File: src/rtl/fram_seq_pkg.sv
// rtl/fram_seq_pkg.sv - shared state encoding, widths and parameter defaults for the FRAM sequencer
package fram_seq_pkg;

  typedef enum logic [1:0] {
    IDLE      = 2'd0,
    ACTIVE    = 2'd1,
    PRECHARGE = 2'd2
  } state_t;

  localparam int PRECHARGE_W           = 4;
  localparam int SYNC_STAGES_DEF       = 2;
  localparam int PRECHARGE_CYCLES_DEF  = 3;

endpackage

File: src/rtl/bus_sync.sv
// rtl/bus_sync.sv - single-bit N-stage synchronizer with a configurable reset value
module bus_sync #(
  parameter int   STAGES    = 2,
  parameter logic RESET_VAL = 1'b1
) (
  input  logic clock,
  input  logic reset,
  input  logic d,
  output logic q
);

  logic [STAGES-1:0] chain;

  always_ff @(posedge clock) begin
    if (!reset) begin
      chain <= {STAGES{RESET_VAL}};
    end else begin
      chain <= {chain[STAGES-2:0], d};
    end
  end

  assign q = chain[STAGES-1];

endmodule

File: src/rtl/fram_access_sequencer.sv
// rtl/fram_access_sequencer.sv - FRAM /CE and /WE sequencer with bank latch and CE-high precharge
// Optional registered, CE-qualified /WE gating is selected by defining FRAM_WE_GATE_EN.
module fram_access_sequencer
  import fram_seq_pkg::*;
#(
  parameter int SYNC_STAGES      = SYNC_STAGES_DEF,
  parameter int PRECHARGE_CYCLES = PRECHARGE_CYCLES_DEF
) (
  input  logic       clock,
  input  logic       reset,
  input  logic       ramSel,
  input  logic       inputCE,
  input  logic       inputRD,
  input  logic       inputWR,
  input  logic [1:0] ramBankIn,
  output logic       ramCE,
  output logic       ramWE,
  output logic [1:0] ramBankOut,
  output logic       busy
);

  localparam logic [PRECHARGE_W-1:0] PRECHARGE_LOAD = PRECHARGE_W'(PRECHARGE_CYCLES - 1);

  logic ramSel_s;
  logic inputCE_s;
  logic inputRD_s;
  logic inputWR_s;
  logic req;

  state_t                 state;
  state_t                 state_next;
  logic [PRECHARGE_W-1:0] cnt;
  logic [PRECHARGE_W-1:0] cnt_next;

  bus_sync #(.STAGES(SYNC_STAGES), .RESET_VAL(1'b1)) sync_sel (
    .clock(clock), .reset(reset), .d(ramSel),  .q(ramSel_s)
  );
  bus_sync #(.STAGES(SYNC_STAGES), .RESET_VAL(1'b1)) sync_ce (
    .clock(clock), .reset(reset), .d(inputCE), .q(inputCE_s)
  );
  bus_sync #(.STAGES(SYNC_STAGES), .RESET_VAL(1'b1)) sync_rd (
    .clock(clock), .reset(reset), .d(inputRD), .q(inputRD_s)
  );
  bus_sync #(.STAGES(SYNC_STAGES), .RESET_VAL(1'b1)) sync_wr (
    .clock(clock), .reset(reset), .d(inputWR), .q(inputWR_s)
  );

  assign req = ramSel_s & !inputCE_s & (!inputRD_s | !inputWR_s);

  always_comb begin
    state_next = state;
    cnt_next   = cnt;
    case (state)
      IDLE: begin
        if (req) state_next = ACTIVE;
      end
      ACTIVE: begin
        if (!req) begin
          state_next = PRECHARGE;
          cnt_next   = PRECHARGE_LOAD;
        end
      end
      PRECHARGE: begin
        // A request arriving here stays pending as a level and is taken from IDLE.
        if (cnt == '0) state_next = IDLE;
        else           cnt_next   = cnt - 1'b1;
      end
      default: begin
        state_next = IDLE;
        cnt_next   = '0;
      end
    endcase
  end

  always_ff @(posedge clock) begin
    if (!reset) begin
      state      <= IDLE;
      cnt        <= '0;
      ramCE      <= 1'b1;
      busy       <= 1'b0;
      ramBankOut <= 2'd0;
    end else begin
      state <= state_next;
      cnt   <= cnt_next;
      ramCE <= (state_next != ACTIVE);
      busy  <= (state_next != IDLE);
      if (state == IDLE && state_next == ACTIVE) ramBankOut <= ramBankIn;
    end
  end

`ifdef FRAM_WE_GATE_EN
  // State already ACTIVE means CE has been low for at least one clock.
  always_ff @(posedge clock) begin
    if (!reset) begin
      ramWE <= 1'b1;
    end else begin
      ramWE <= !(state == ACTIVE && state_next == ACTIVE && !inputWR_s);
    end
  end
`else
  assign ramWE = inputWR;
`endif

endmodule
File: config.mk
export PLATFORM = sky130hd
export DESIGN_NAME = fram_access_sequencer
export DESIGN_NICKNAME = d
export VERILOG_FILES = /design/src/rtl/fram_seq_pkg.sv /design/src/rtl/bus_sync.sv /design/src/rtl/fram_access_sequencer.sv
export SDC_FILE = /design/constraint.sdc
export NUM_CORES = 1
export LEC_CHECK = 0
export CORE_MARGIN = 2
export CORE_UTILIZATION = 54
export DETAILED_ROUTE_END_ITERATION = 16
export GPL_TIMING_DRIVEN = 0
export HOLD_SLACK_MARGIN = 0.05
export MAX_ROUTING_LAYER = met4
export PLACE_DENSITY_LB_ADDON = 0.05
export SLEW_MARGIN = 30
export SYNTH_ARGS = -nofsm -noshare
export SYNTH_HDL_FRONTEND = slang
export SYNTH_SLANG_ARGS = --single-unit
File: constraint.sdc
create_clock -name clock -period 4.5 [get_ports clock]
set_clock_uncertainty 0.2 [all_clocks]
set_input_delay 1.125 -clock clock [delete_from_list [all_inputs] [get_ports clock]]
set_output_delay 1.125 -clock clock [all_outputs]
set_load 0.05 [all_outputs]
==> summary.txt <==
GRT
  – Tot GR Track Use: 17.3%
  – Initial antenna violation count: 0
  – First-pass GRT wire length: roughly 2.3 mm
  – Gr ovfl total: 0
  – Vias in the first global route: around 520
  – Pin count of the biggest net entering global routing: 11

Routing
  – Total Wirelength: about 1.3 mm
  – Vias per Instance: around 5.1
  – Vias: a little under 600
  – DRT iter0 DRCs: 12
  – Post-DRT Antenna Nets: 0
  – Routed length per instance: about 11 um
  – First-pass DRT Iterations: 3
  – Post-route DRC: 0

Timing
  – Hold_ws: between 0.2 and 0.25 ns
  – Max frequency: 0.261 GHz
  – Crit path time final: about 3.8 ns
  – Fin. max-slew vios: 0
  – Final setup TNS: 0 ns
  – Setup violators final: 0
  – Worst-margin pin slew: roughly 0.51 ns
  – Worst Slack Setup Final: 0.671 ns
  – Slew headroom: roughly 66%
  – Final critical-path share of the clock period: roughly 85%
  – Final Hold Fails: 0
  – RSZ-0062 raised after global routing: no

Floorplanning
  – Core region area: 0.00135 mm^2
  – I/O pin count: 13
  – Placement Rows: 13
  – Die Wd: approximately 43 um
  – Die Ht: between 40 and 50 um
  – Die area: roughly 0.0018 mm^2
  – Starting Density: 60.1%

Synth
  – Yosys reg bits: 18
  – Syn avg cell area: 9.55 um^2
  – Synthesized net count: 99
  – Cells after Synth: 85
  – Post-synth cell types: 30
  – Synth Cell Area: ~800 um^2
  – Syn. warnings: 0
  – Seq/Total Area, Yosys: between 40% and 50%

Critical path
  – Worst Path Buf+Inv: 3
  – Critical Path RT: between 3 and 4 ns
  – Slowest-stage cell, CP: clkdlybuf4s50_1
  – Critical path's most frequent cell: clkdlybuf4s50_1
  – Crit start category: input port
  – CP Max Fanout: 2
  – Crit path cell chain: clkdlybuf4s50_1, buf_4, clkdlybuf4s50_1
  – CP max stage delay: a little under 0.8 ns
  – Worst Setup End Kind: primary output
  – WP data arrival: 2.50 ns
  – CP delay by family, top: buffers and inverters
  – Crit path kind: in2out

CTS
  – Clock sink count: 18
  – # hold bufs at CTS: 0
  – CTS resizes: 0
  – CTS tree: done
  – Clk_lat worst skew: between 0.2 and 0.3 ns
  – Clk buf depth: 2
  – H-tree depth: 1
  – Post-CTS setup buffer count: 0
  – Number of CTS-inserted buffers: 3
  – Clk root buf: clkbuf_4
  – CTS clk-pin slew, worst paths: around 0.10 ns

Finish
  – Final instance area: slightly below 0.001 mm^2
  – Area Overhead vs Synth: 21.6%
  – Final Util: ~73%
  – Fillers: between 100 and 150
  – Layout Cells excl Fill: 116
  – Register area: approximately 360 um^2
  – Multi-input logic area: ~420 um^2
  – NumNets Final: 116
  – Ratio of cells with drive above 1 in the final layout: about a tenth
  – Number of diodes: 0

Placement
  – Place WS: ~0.65 ns
  – PortBufs: 12
  – Placed cell area: roughly 950 um^2
  – Placed cell count: between 100 and 150
  – Post-detail-place hpwl: approximately 970 um
  – Gpl congestion: roughly 0.78

Power and ir drop
  – Peak supply drop: 0.243 mV
  – Tot Pwr: 0.296 mW
  – P_leak: 0.369 nW
  – Pwr/cell area: between 200 and 300 mW/mm^2

Run
  – Max Cap Viol: 0

Run status
  – Status: finished, final reports clean

Min path
  – Hold Path Class: reg2reg
where the power goes:
part	total [mW]	internal [mW]	switching, mW
Clock	0.0990	0.0493	0.0497
Sequential	0.166	0.164	0.00159
Combinational	0.0309	0.0149	0.0161
kinds of logic after synthesis:
family                   Yosys count  synth area share, %
multiplexers                       3                 3.70
AND/OR/NAND/NOR                   35                 26.0
adder cells (fa/ha/maj)            6                 9.24
buffers and inverters              8                 4.16
AO/OA/AOI/OAI                     15                 12.5
flip-flops                        18                 44.4
placed cells by master, fill, tap and decap left out, drive strengths merged, types with 3 or more instances in the layout:
cell	n
nand2b	10
mux2i	3
nand2	6
ha	6
clkdlybuf4s50	12
dfxtp	18
nor2	5
o21ai	5
clkbuf	5
and2	3
inv	6
state kept, by name (all words and copies together), names as in the netlist:
signal          cells
busy                1
cnt                 4
ramBankOut          2
ramCE               1
state               2
sync_ce.chain       2
sync_rd.chain       2
sync_sel.chain      2
sync_wr.chain       2
final timing paths:
| path | from | endpoint | slack, ns | depth (start not counted) |
|---|---|---|---|---|
| setup reg to reg | cnt[0]$_SDFFE_PN0P_ | ramBankOut[1]$_SDFFE_PN0P_ | 2.44 | 7 |
| setup / recovery | inputWR | ramWE | 0.67 | 3 |
| hold / removal | sync_wr.chain[0]$_SDFF_PN1_ | sync_wr.chain[1]$_SDFF_PN1_ | 0.22 | 1 |
| hold reg to reg | sync_wr.chain[0]$_SDFF_PN1_ | sync_wr.chain[1]$_SDFF_PN1_ | 0.22 | 1 |
metal layers:
layer / global-route usage, % / share of wire, % / vias up
met5: - / 0 / -
met4: 9.38 / 2.8 / 0
met3: 2.55 / 3.8 / 4
met2: 27.0 / 48 / 15
met1: 21.3 / 46 / 255
li1: - / - / 321
layout make-up:
cell class                 count  share of cell area (%)
multi-input combinational     59                    42.3
inverter                       6                    2.28
tap                           15                    1.90
clock buffer                   4                    3.68
timing repair buffer          12                    12.2
sequential                    18                    36.5
buffer                         2                    1.14
cell usage after synthesis:
cell       n  area [um^2]
a21boi_0   1         7.51
a21o_1     1         7.51
a21oi_1    2         10.0
a31oi_1    2         12.5
and2_0     1         6.26
and2_1     2         12.5
and2b_1    1         7.51
buf_4      1         7.51
clkbuf_1   1         3.75
dfxtp_1   18          360
ha_1       6         75.1
inv_1      6         22.5
mux2i_1    3         30.0
nand2_1    6         22.5
nand2b_1  10         62.6
nand3_2    1         10.0
nand4_1    1         6.26
nor2_1     5         18.8
nor2b_1    2         12.5
nor3_1     2         10.0
nor3b_4    1         18.8
nor4_1     1         6.26
o21a_1     1         7.51
o21ai_0    4         20.0
o21ai_1    1         5.00
o311a_2    1         11.3
o31ai_1    1         7.51
o31ai_2    1         12.5
or3_1      1         6.26
or3b_4     1         11.3
No activity file was read; power rests on OpenSTA's default activity.
